### src/rtl/bit4_downcounter.sv
// Loadable down-counter with underflow pulse and a start/pause/ack handshake.
// Acts as a programmable countdown or timeout source beside the up-counter.
module bit4_downcounter #(
    parameter int WIDTH       = 4,
    parameter bit AUTO_RELOAD = 1'b0
) (
    input  logic             clk,
    input  logic             reset,
    input  logic             load,
    input  logic [WIDTH-1:0] load_value,
    input  logic             start,
    input  logic             pause,
    input  logic             ack,
    output logic [WIDTH-1:0] counter,
    output logic             underflow,
    output logic             busy,
    output logic             done
);

    localparam logic [1:0] IDLE  = 2'd0;
    localparam logic [1:0] RUN   = 2'd1;
    localparam logic [1:0] PAUSE = 2'd2;
    localparam logic [1:0] DONE  = 2'd3;

    localparam logic [WIDTH-1:0] ONE = {{(WIDTH-1){1'b0}}, 1'b1};

    logic [1:0]       state_q, state_d;
    logic [WIDTH-1:0] count_q, count_d;
    logic [WIDTH-1:0] reload_q, reload_d;
    logic             underflow_q, underflow_d;
    logic             done_q, done_d;

    // Load overrides everything; ack only matters once the count has expired.
    always_comb begin
        state_d     = state_q;
        count_d     = count_q;
        reload_d    = reload_q;
        underflow_d = 1'b0;
        done_d      = done_q;
        if (load) begin
            count_d  = load_value;
            reload_d = load_value;
            state_d  = IDLE;
            done_d   = 1'b0;
        end else begin
            case (state_q)
                IDLE: begin
                    if (start) state_d = RUN;
                end
                RUN: begin
                    if (pause) begin
                        state_d = PAUSE;
                    end else if (count_q != '0) begin
                        count_d = count_q - ONE;
                    end else begin
                        // Expiry edge: the counter is already 0, so it never wraps.
                        underflow_d = 1'b1;
                        if (AUTO_RELOAD) begin
                            count_d = reload_q;
                        end else begin
                            state_d = DONE;
                            done_d  = 1'b1;
                        end
                    end
                end
                PAUSE: begin
                    if (!pause) state_d = RUN;
                end
                DONE: begin
                    if (ack) begin
                        state_d = IDLE;
                        done_d  = 1'b0;
                    end
                end
                default: state_d = IDLE;
            endcase
        end
    end

    always_ff @(posedge clk or posedge reset) begin
        if (reset) begin
            state_q     <= IDLE;
            count_q     <= '0;
            reload_q    <= '0;
            underflow_q <= 1'b0;
            done_q      <= 1'b0;
        end else begin
            state_q     <= state_d;
            count_q     <= count_d;
            reload_q    <= reload_d;
            underflow_q <= underflow_d;
            done_q      <= done_d;
        end
    end

    assign counter   = count_q;
    assign underflow = underflow_q;
    assign done      = done_q;
    assign busy      = (state_q == RUN) || (state_q == PAUSE);

endmodule

### config.mk
export PLATFORM = sky130hd
export DESIGN_NAME = bit4_downcounter
export DESIGN_NICKNAME = d
export VERILOG_FILES = /design/src/rtl/bit4_downcounter.sv
export SDC_FILE = /design/constraint.sdc
export NUM_CORES = 1
export LEC_CHECK = 0
export CORE_MARGIN = 1
export CORE_UTILIZATION = 40
export DETAILED_ROUTE_END_ITERATION = 7
export GPL_ROUTABILITY_DRIVEN = 0
export PLACE_DENSITY = 0.81
export SLEW_MARGIN = 5
export SYNTH_ARGS = -nofsm -noshare
export SYNTH_HDL_FRONTEND = slang
export SYNTH_SLANG_ARGS = --single-unit
### constraint.sdc
create_clock -name clk -period 1.5 [get_ports clk]
set_input_delay 0.3 -clock clk [delete_from_list [all_inputs] [get_ports clk]]
set_output_delay 0.3 -clock clk [all_outputs]
set_load 0.01 [all_outputs]
==> impl_metrics.ini <==
[critical_path]
setup.worst_path.end_class = flip-flop
cpMaxStageDelayCell = dfrtp_1
cp_cell_sequence = inv_2, ha_4, nor3b_4, o2111ai_2, mux2_4
critPathArrivalTime_ps = 1710
setup.worst_path.class = reg2reg
slowest_delay_ps = 400
cp_max_fo = 7
crit_path_start_kind = flip-flop
required_ps = 1630

[clock_network]
cts.hold.buffers_added = 0
htreeDepth = 1
cts_inserted_buffers = 3
clock_latency_ps = 250
cts_tree = built
path_clk_slew_ps = 60
root_buffer = clkbuf_4
clk_path_buf_depth = 2
clkSinkCount = 8

[synth]
synth_area_leaders = dfrtp_1 35%, ha_1 11%, nand2b_1 4.4%
syn_nets = 72
synth-simple-area-share = 0.279
yosysSeqAreaShare = 0.349
synth-xor-area-share = 0
netlist_area_um2 = 574
synth-seq-cells = 8
synth_top_family_by_area = simple AND/OR/NAND/NOR gates
netlist_instances = 57
ys_warn_count = 0
synth_compound_gate_area_share = 0.157
synth-adder-area-share = 0.109
netlist-cell-type-count = 28
synth_top_area_share = 0.349
synth_area_per_cell_um2 = 10.1
synth.area.mux_share = 0.0610
synth_largest_area_cell = dfrtp_1

[sta]
fmax_mhz = 633
fin_crit_ps = 1580
tightest_slew_ps = 345
finalClockSkew_ps = 3.13
finalSetupViolCount = 4
drv_slew = 0
whs_ps = 312
final.setup.worst_slack_ps = -80.7
timing.setup.tns_ps = -159
max-slew-margin-rel = 0.770
period_share = 1.05
rsz0062_at_grt = true
hold_viol = 0

[global_route]
first_global_vias = 547
grt_start_max_net_pins = 11
grt_pass1_wl_mm = 2.24
antenna_found_initial = 0
overflow = 0
grt_usage = 0.221

[pwr]
p_sw_uw = 469
ir_drop_uv = 836
pwr-share-comb = 0.617
seq_power_share = 0.254
p_int_uw = 814
p_per_area_nw_per_um2 = 1290
leakagePower_nw = 0.465
p_sw_frac = 0.365
pwr-share-clk = 0.129

[floorplan]
start_util = 0.436
die-area_um2 = 1590
coreArea_um2 = 1320
rows = 13
die_h_um = 39.9
ioPinCount = 17
die_w_um = 39.9

[drt]
avgRoutedWirePerCell_um = 13.9
drtIter0Drc = 5
via_per_inst = 5.12
vias = 568
ant_nets = 0
wl_mm = 1.54
drt_first_pass_iters = 5
drc_errors = 0

[finish]
design_area_um2 = 996
area_growth_pct = 73.4
nFillCells = 91
num_antenna_cells = 0
utilization = 0.756
drive_gt1_frac = 0.417
fin_nets = 113

[min_path]
hold_path_class = in2async

[run_status]
status = complete, but fails checks
violations = negative setup slack

[place]
port_buffers = 16
place_area_um2 = 862
hpwl_mm = 1.07

[run]
max-cap-violations = 0
[through the flow]
stage	setup slack (ps)	instances	power, mW
after floorplan	-3.36	57	0.627
after global placement	-59.8	102	0.972
after detailed placement	-91.2	102	0.996
after CTS	-97.7	108	1.17
after global routing	-166	111	1.38
final	-80.7	111	1.28
[registers in the layout, indices dropped and copies added, names as in the netlist]
register / flops
counter: 4
done: 1
state_q: 2
underflow: 1
[repair_timing]
item | CTS | global route
endpoints found under the hold margin | 0 | 0
cloned | 0 | 0
resized for setup | 9 | 15
setup buffers | 3 | 3
setup endpoints to repair | 10 | 7
pin swaps | 1 | 4
[metal layers]
metal	GRT usage	routed length, um	vias up
li1	-	-	286
met1	0.247	632	266
met2	0.383	839	14
met3	0.0682	55	2
met4	0.0776	13	0
met5	0	0	-
[critical path, delay by kind of cell, from the launching register on]
family	cells	cell delay [ps]
DFF	1	400
muxes	1	320
and+or+nand+nor	1	330
AOI/OAI and AO/OA	1	190
buffers and inverters	1	80
adders and majority gates	1	140
[worst paths after layout]
path / from / slack, ps / depth (start not counted) / end
worst max register to register: counter[1] / -80 / 5 / done
worst min-delay path: reset / 310 / 2 / counter[3]
worst max-delay path: counter[1] / -80 / 5 / done
worst min register to register: state_q[1] / 630 / 2 / state_q[1]
max in group asynchronous: reset / 920 / 2 / counter[2]
min in group clk: load_value[2] / 620 / 3 / counter[2]
[power groups by stage]
stage	Sequential (mW)	Clock, mW	Combinational, mW
floorplan	0.334	0	0.293
global placement	0.312	0	0.660
detailed placement	0.314	0	0.682
CTS	0.310	0.174	0.682
global route	0.333	0.189	0.862
finish	0.326	0.165	0.792
[Yosys cell counts]
cell type  instances
a21oi_1            1
a221o_1            1
a41o_1             1
and2b_1            1
clkbuf_1           1
dfrtp_1            8
ha_1               5
inv_1              6
mux2_4             1
mux2i_1            2
nand2_1            5
nand2b_1           4
nand2b_4           1
nand3b_1           2
nor2_1             2
nor2b_1            2
nor3_1             1
nor3b_1            1
nor3b_4            1
nor4_1             1
o2111ai_1          2
o2111ai_2          1
o211ai_1           1
o21ai_0            1
o311ai_1           1
o41a_1             1
or2b_1             1
or4_1              2
[logic make-up (layout without fill, tap and decap cells)]
| kind of cell | count (synthesis) | after routing |
|---|---|---|
| compound gates | 10 | 10 |
| simple gates | 24 | 24 |
| mux | 3 | 3 |
| fa+ha+maj | 5 | 5 |
| buf+inv | 7 | 46 |
| flops | 8 | 8 |
[placed cells by master, fill, tap and decap left out, types with 2 or more instances in the layout]
cell type / Yosys / layout
inv_2: 0 / 3
nand3b_1: 2 / 2
o2111ai_2: 1 / 2
buf_4: 0 / 18
nor2_1: 2 / 2
clkdlybuf4s50_1: 0 / 12
dlygate4sd2_1: 0 / 2
nand2_1: 5 / 5
ha_1: 5 / 2
nand2b_1: 4 / 4
inv_1: 6 / 3
clkbuf_4: 0 / 3
dfrtp_1: 8 / 7
nor2b_1: 2 / 2
buf_6: 0 / 3
ha_4: 0 / 3
mux2i_1: 2 / 2
[area by class of cell]
class / count / area (um^2) / area share
Inverter: 6 / 22.5 / 0.0226
Timing Repair Buffer: 37 / 324 / 0.325
Multi-Input combinational cell: 42 / 407 / 0.408
Tap cell: 15 / 18.8 / 0.0188
Sequential cell: 8 / 201 / 0.202
Clock buffer: 3 / 22.5 / 0.0226
Note: power is estimated with default switching activity, not from simulation.
==> RTL edit 1 (same flow settings) <==
The parameter `AUTO_RELOAD` goes from 1'b0 to 1'b1.
--- a/src/rtl/bit4_downcounter.sv
+++ b/src/rtl/bit4_downcounter.sv
@@ -2,7 +2,7 @@
 // Acts as a programmable countdown or timeout source beside the up-counter.
 module bit4_downcounter #(
     parameter int WIDTH       = 4,
-    parameter bit AUTO_RELOAD = 1'b0
+    parameter bit AUTO_RELOAD = 1'b1
 ) (
     input  logic             clk,
     input  logic             reset,
Function: changed (a bounded check fails within 4 cycles, from zero or initial values and one cycle with reset high).
==> RTL edit 1 against the original RTL <==
Final area increased by 0.63%; global-route usage decreased by 3.9 points; worst setup slack improved by 0.069 ns; clock power increased by 24%; routed wire length increased by 0.39%; sequential power increased by 18%; the flow still finishes with violations (setup timing); area after synthesis increased by 15%; synthesized cell count increased by 19%; combinational power decreased by 17%; power decreased by 2.5%; die area increased by 15%; non-clock buffer count decreased by 7; critical endpoint is now counter[0]; sequential cell count increased by 3.
==> RTL edit 1: results (changes against the original RTL) <==
[setup_path]
crit_arrival_ns = 1.68  ; was 1.71 ns
startpoint = counter[1]  ; unchanged
cp-endpoint = counter[0]  ; was done
worst_path_largest_cell_delay_ns = 0.40  ; about the same
rrSetupSlack_ns = -0.01  ; was -0.08 ns
crit_fanout = 4  ; was 7
path_delay_family = simple AND/OR/NAND/NOR gates  ; was flip-flops
worst_path_max_delay_cell = or3b_4  ; was dfrtp_1

[power]
peakVddDrop_v = 0.000736  ; was 0.000836 V
leakage_nw = 0.452  ; was 0.465 nW

[grt]
grt_use_total_pct = 18.2  ; was 22.1%
grt_use_met2_pct = 31.5  ; was 38.3%
grt_pass1_wl_um = 2520  ; was 2240 µm
use_met3_pct = 2.98  ; was 6.82%
grt_start_max_net_pins = 22  ; was 11
use_met1_pct = 22.4  ; was 24.7%
grt_pass1_vias = 583  ; was 547
antenna_found_initial = 0  ; unchanged

[yosys]
synth_area_leaders = dfrtp_1, ha_1, nand2b_1, mux2_2, inv_1  ; was dfrtp_1, ha_1, nand2b_1, inv_1, mux2i_1
syn_inst = 68  ; was 57
seq_area_frac_synth_pct = 41.5  ; was 34.9%
synth_commonest_cells = dfrtp_1, inv_1, ha_1, nand2b_1  ; was dfrtp_1, inv_1, ha_1, nand2_1, nand2b_1
synthArstFlopShare_pct = 100  ; unchanged
synth.distinct_cells = 26  ; was 28
synth.net_count = 84  ; was 72

[detailed_routing]
wl_met3_um = 84  ; was 55 µm
wl_met1_um = 612  ; was 632 µm
drt_pass1_iterations = 4  ; was 5
initialDrtViolationCount = 4  ; was 5
viasPerCell = 5.44  ; was 5.12
post_drt_wl_per_cell_um = 13.4  ; was 13.9 µm
dr_wl_met2_um = 805  ; was 839 µm

[cts]
cts_resized = 10  ; was 9
cts-root-buf = clkbuf_4  ; unchanged
cts_buffer_depth = 2  ; unchanged
cts_buffers = 3  ; unchanged
clock_latency_ns = 0.27  ; was 0.25 ns
htree_levels = 1  ; unchanged

[layout]
fin_cells = 115  ; was 111
drive_gt1_share_pct = 33.3  ; was 41.7%
antenna_cells = 0  ; unchanged

[place]
dp_slack_ns = -0.0346  ; was -0.0912 ns
dp_hpwl_um = 1060  ; was 1070 µm
dp.cells = 107  ; was 102
place.port_buffers = 15  ; was 16

[sta]
finalWorstSetupSlack_ns = -0.0119  ; was -0.0807 ns
whs_ns = 0.327  ; was 0.312 ns
setup_viol = 1  ; was 4
hold_violations = 0  ; unchanged
fin_worst_skew_ns = 0.00227  ; was 0.00313 ns

[run_status]
status = finished with violations  ; unchanged
violations = setup timing  ; unchanged

[worst_hold_path]
hold_class = input pin to async pin  ; unchanged

RTL edit 1: where the power goes:
part	internal, mW	total, mW	switching, mW
registers	0.352	0.386	0.0339
clock network	0.103	0.204	0.102
logic	0.361	0.661	0.300
total	0.815	1.25	0.436
RTL edit 1: area by class of cell:
type	count	area (µm²)
fillers	136	522
multi-input cells	46	382
flip-flops and latches	11	277
repair buffers	30	268
inverters	8	30.0
clock buffers	4	26.3
well taps	16	20.0
RTL edit 1: metrics by stage:
step,instance area [µm²],setup TNS [ns]
3_3_place_gp,916,-0.0119
4_1_cts,975,-0.0149
3_5_place_dp,916,-0.0609
5_1_grt,1000,-0.120
2_1_floorplan,666,-0.0470
6_report,1000,-0.0119
RTL edit 1: kinds of logic (layout without fill, tap and decap cells):
family          after synthesis  in the layout  synth area share, %
buf+inv                      11             42                 6.79
fa+ha+maj                     6              6                 11.3
simple gates                 22             22                 18.1
mux                           4              4                 6.60
other cells                   1              1                0.565
flops                        11             11                 41.5
compound gates               13             13                 15.1
==> RTL edit 2 (same settings) <==
Without the edit above. The output `underflow` loses its register stage (`underflow_q` becomes a continuous assignment).
--- a/src/rtl/bit4_downcounter.sv
+++ b/src/rtl/bit4_downcounter.sv
@@ -82,16 +82,16 @@
             state_q     <= IDLE;
             count_q     <= '0;
             reload_q    <= '0;
-            underflow_q <= 1'b0;
             done_q      <= 1'b0;
         end else begin
             state_q     <= state_d;
             count_q     <= count_d;
             reload_q    <= reload_d;
-            underflow_q <= underflow_d;
             done_q      <= done_d;
         end
     end
+
+    assign underflow_q = underflow_d;
 
     assign counter   = count_q;
     assign underflow = underflow_q;
Behaviour: not the same (a bounded check fails within 4 cycles, from zero or initial values and one cycle with reset high).
==> RTL edit 2 against the original RTL <==
The flow still finishes with violations (setup timing); hold slack got worse by 0.033 ns; worst setup slack got worse by 0.37 ns; combinational power rose by 18%; final area fell by 5.0%; final cell count fell by 1.8%; count of clock-buffer cells in the layout rose by 1; area after synthesis fell by 12%; routed wire length fell by 2.5%; sequential cell count fell by 1; via count fell by 7.9%; power rose by 7.7%; largest power group unchanged.
==> RTL edit 2: results (changes against the original RTL) <==
[sta]
fin_worst_skew_ns = 0.00110  ; was 0.00313 ns
finalWorstSetupSlack_ns = -0.447  ; was -0.0807 ns
setup_viol = 7  ; was 4
worst_pin_slew_ns = 0.293  ; was 0.345 ns

[grt]
grt_use_total_pct = 24.1  ; was 22.1%
grt_pass1_vias = 511  ; was 547
grt_start_max_net_pins = 14  ; was 11
grt_pass1_wl_um = 2270  ; was 2240 µm

[place]
placed_area_um2 = 810  ; was 862 µm²
dp_hpwl_um = 1020  ; was 1070 µm

[cts]
cts-root-buf = clkbuf_4  ; unchanged
htree_levels = 1  ; unchanged
clock_latency_ns = 0.24

[yosys]
synth.net_count = 69  ; was 72
synth_commonest_cells = dfrtp_1, inv_1, ha_1, nand2_1, o21ai_0  ; was dfrtp_1, inv_1, ha_1, nand2_1, nand2b_1
synth.distinct_cells = 26  ; was 28
seq_area_frac_synth_pct = 34.5  ; was 34.9%
synth_area_leaders = dfrtp_1, ha_1, inv_1, o21ai_0, a211oi_4  ; was dfrtp_1, ha_1, nand2b_1, inv_1, mux2i_1

[power]
peakVddDrop_v = 0.00102  ; was 0.000836 V
leakage_nw = 0.450  ; was 0.465 nW

[setup_path]
rrSetupSlack_ns = -0.45  ; was -0.08 ns
r2r_cells = 8  ; was 5
crit_fanout = 3  ; was 7
r2r-end = state_q[0]  ; was done
crit_arrival_ns = 2.09  ; was 1.71 ns

[detailed_routing]
initialDrtViolationCount = 4  ; was 5
wirelength_um = 1500  ; was 1540 µm
drt_pass1_iterations = 2  ; was 5
vias = 523  ; was 568

[run_status]
status = finished with violations  ; unchanged
violations = setup timing  ; unchanged

[layout]
drive_gt1_share_pct = 47.4  ; was 41.7%
fin_nets = 111  ; was 113

==> RTL edit 2: cell types whose count changed after synthesis, moves of 2 or more <==
cell and delta:
nand3_1 +2, o21ai_0 +4, nand3b_1 -2, or4_1 -2, xnor2_1 +2, nand2b_1 -3, o2111ai_1 -2
==> RTL edit 2: layout make-up <==
cell class / count / area, µm²
inverter: 7 / 28.8
multi-input combinational: 39 / 367
sequential: 7 / 175
clock buffer: 4 / 26.3
tap: 14 / 17.5
timing repair buffer: 38 / 332
fill: 65 / 195
==> RTL edit 2: worst max path at each step <==
stage	from	to	cells after the start	slack [ns]
finish	counter[1]	state_q[0]	8	-0.45
global route	counter[1]	state_q[0]	8	-0.52
CTS	counter[0]	state_q[1]	7	-0.41
detailed placement	counter[0]	underflow	5	-0.53
global placement	counter[0]	underflow	5	-0.47
floorplan	counter[0]	state_q[1]	6	-0.33
==> RTL edit 2: metrics by stage <==
step	setup WS (ns)	hold slack [ns]	std cells	setup TNS [ns]
2_1_floorplan	-0.332	0.103	54	-0.897
3_3_place_gp	-0.471	0.492	100	-2.66
3_5_place_dp	-0.529	0.509	100	-2.92
4_1_cts	-0.414	0.278	107	-2.47
5_1_grt	-0.522	0.294	109	-2.67
6_report	-0.447	0.278	109	-2.15
==> RTL edit 2: where the power goes <==
part / internal, mW / switching [mW] / total [mW]
Clock: 0.101 / 0.0624 / 0.163
Sequential: 0.245 / 0.0423 / 0.287
Combinational: 0.535 / 0.396 / 0.931
Total: 0.881 / 0.500 / 1.38
==> RTL edit 2: what timing repair did <==
action	in CTS	in global routing
endpoints found under the setup margin	13	9
gates resized for setup	27	11
buffers inserted	3	3
pin swaps	4	10
hold buffers	0	0
==> RTL edit 2: routing by layer <==
metal	part of all wire (%)	up-vias	GRT usage [%]
li1	-	264	-
met1	50	251	30.7
met2	50	8	40.1
met3	0.73	0	3.57
met4	0	0	10.7
met5	0	-	0
==> RTL edit 2: cell families after synthesis <==
group / Yosys count / synth area share [%]
adder cells (fa/ha/maj): 5 / 12.3
AND/OR/NAND/NOR: 18 / 20.7
flip-flops: 7 / 34.5
buffers and inverters: 8 / 5.91
AO/OA/AOI/OAI: 11 / 16.0
XOR/XNOR: 2 / 3.45
multiplexers: 3 / 7.14
==> RTL edit 2: critical path, cell delays in order (launching register included) <==
cell and delay (ns):
dfrtp_1 0.38, inv_2 0.08, ha_4 0.13, or3b_4 0.38, buf_6 0.13, and2_4 0.14, a211oi_4 0.23, buf_4 0.15
mux2i_1 0.24
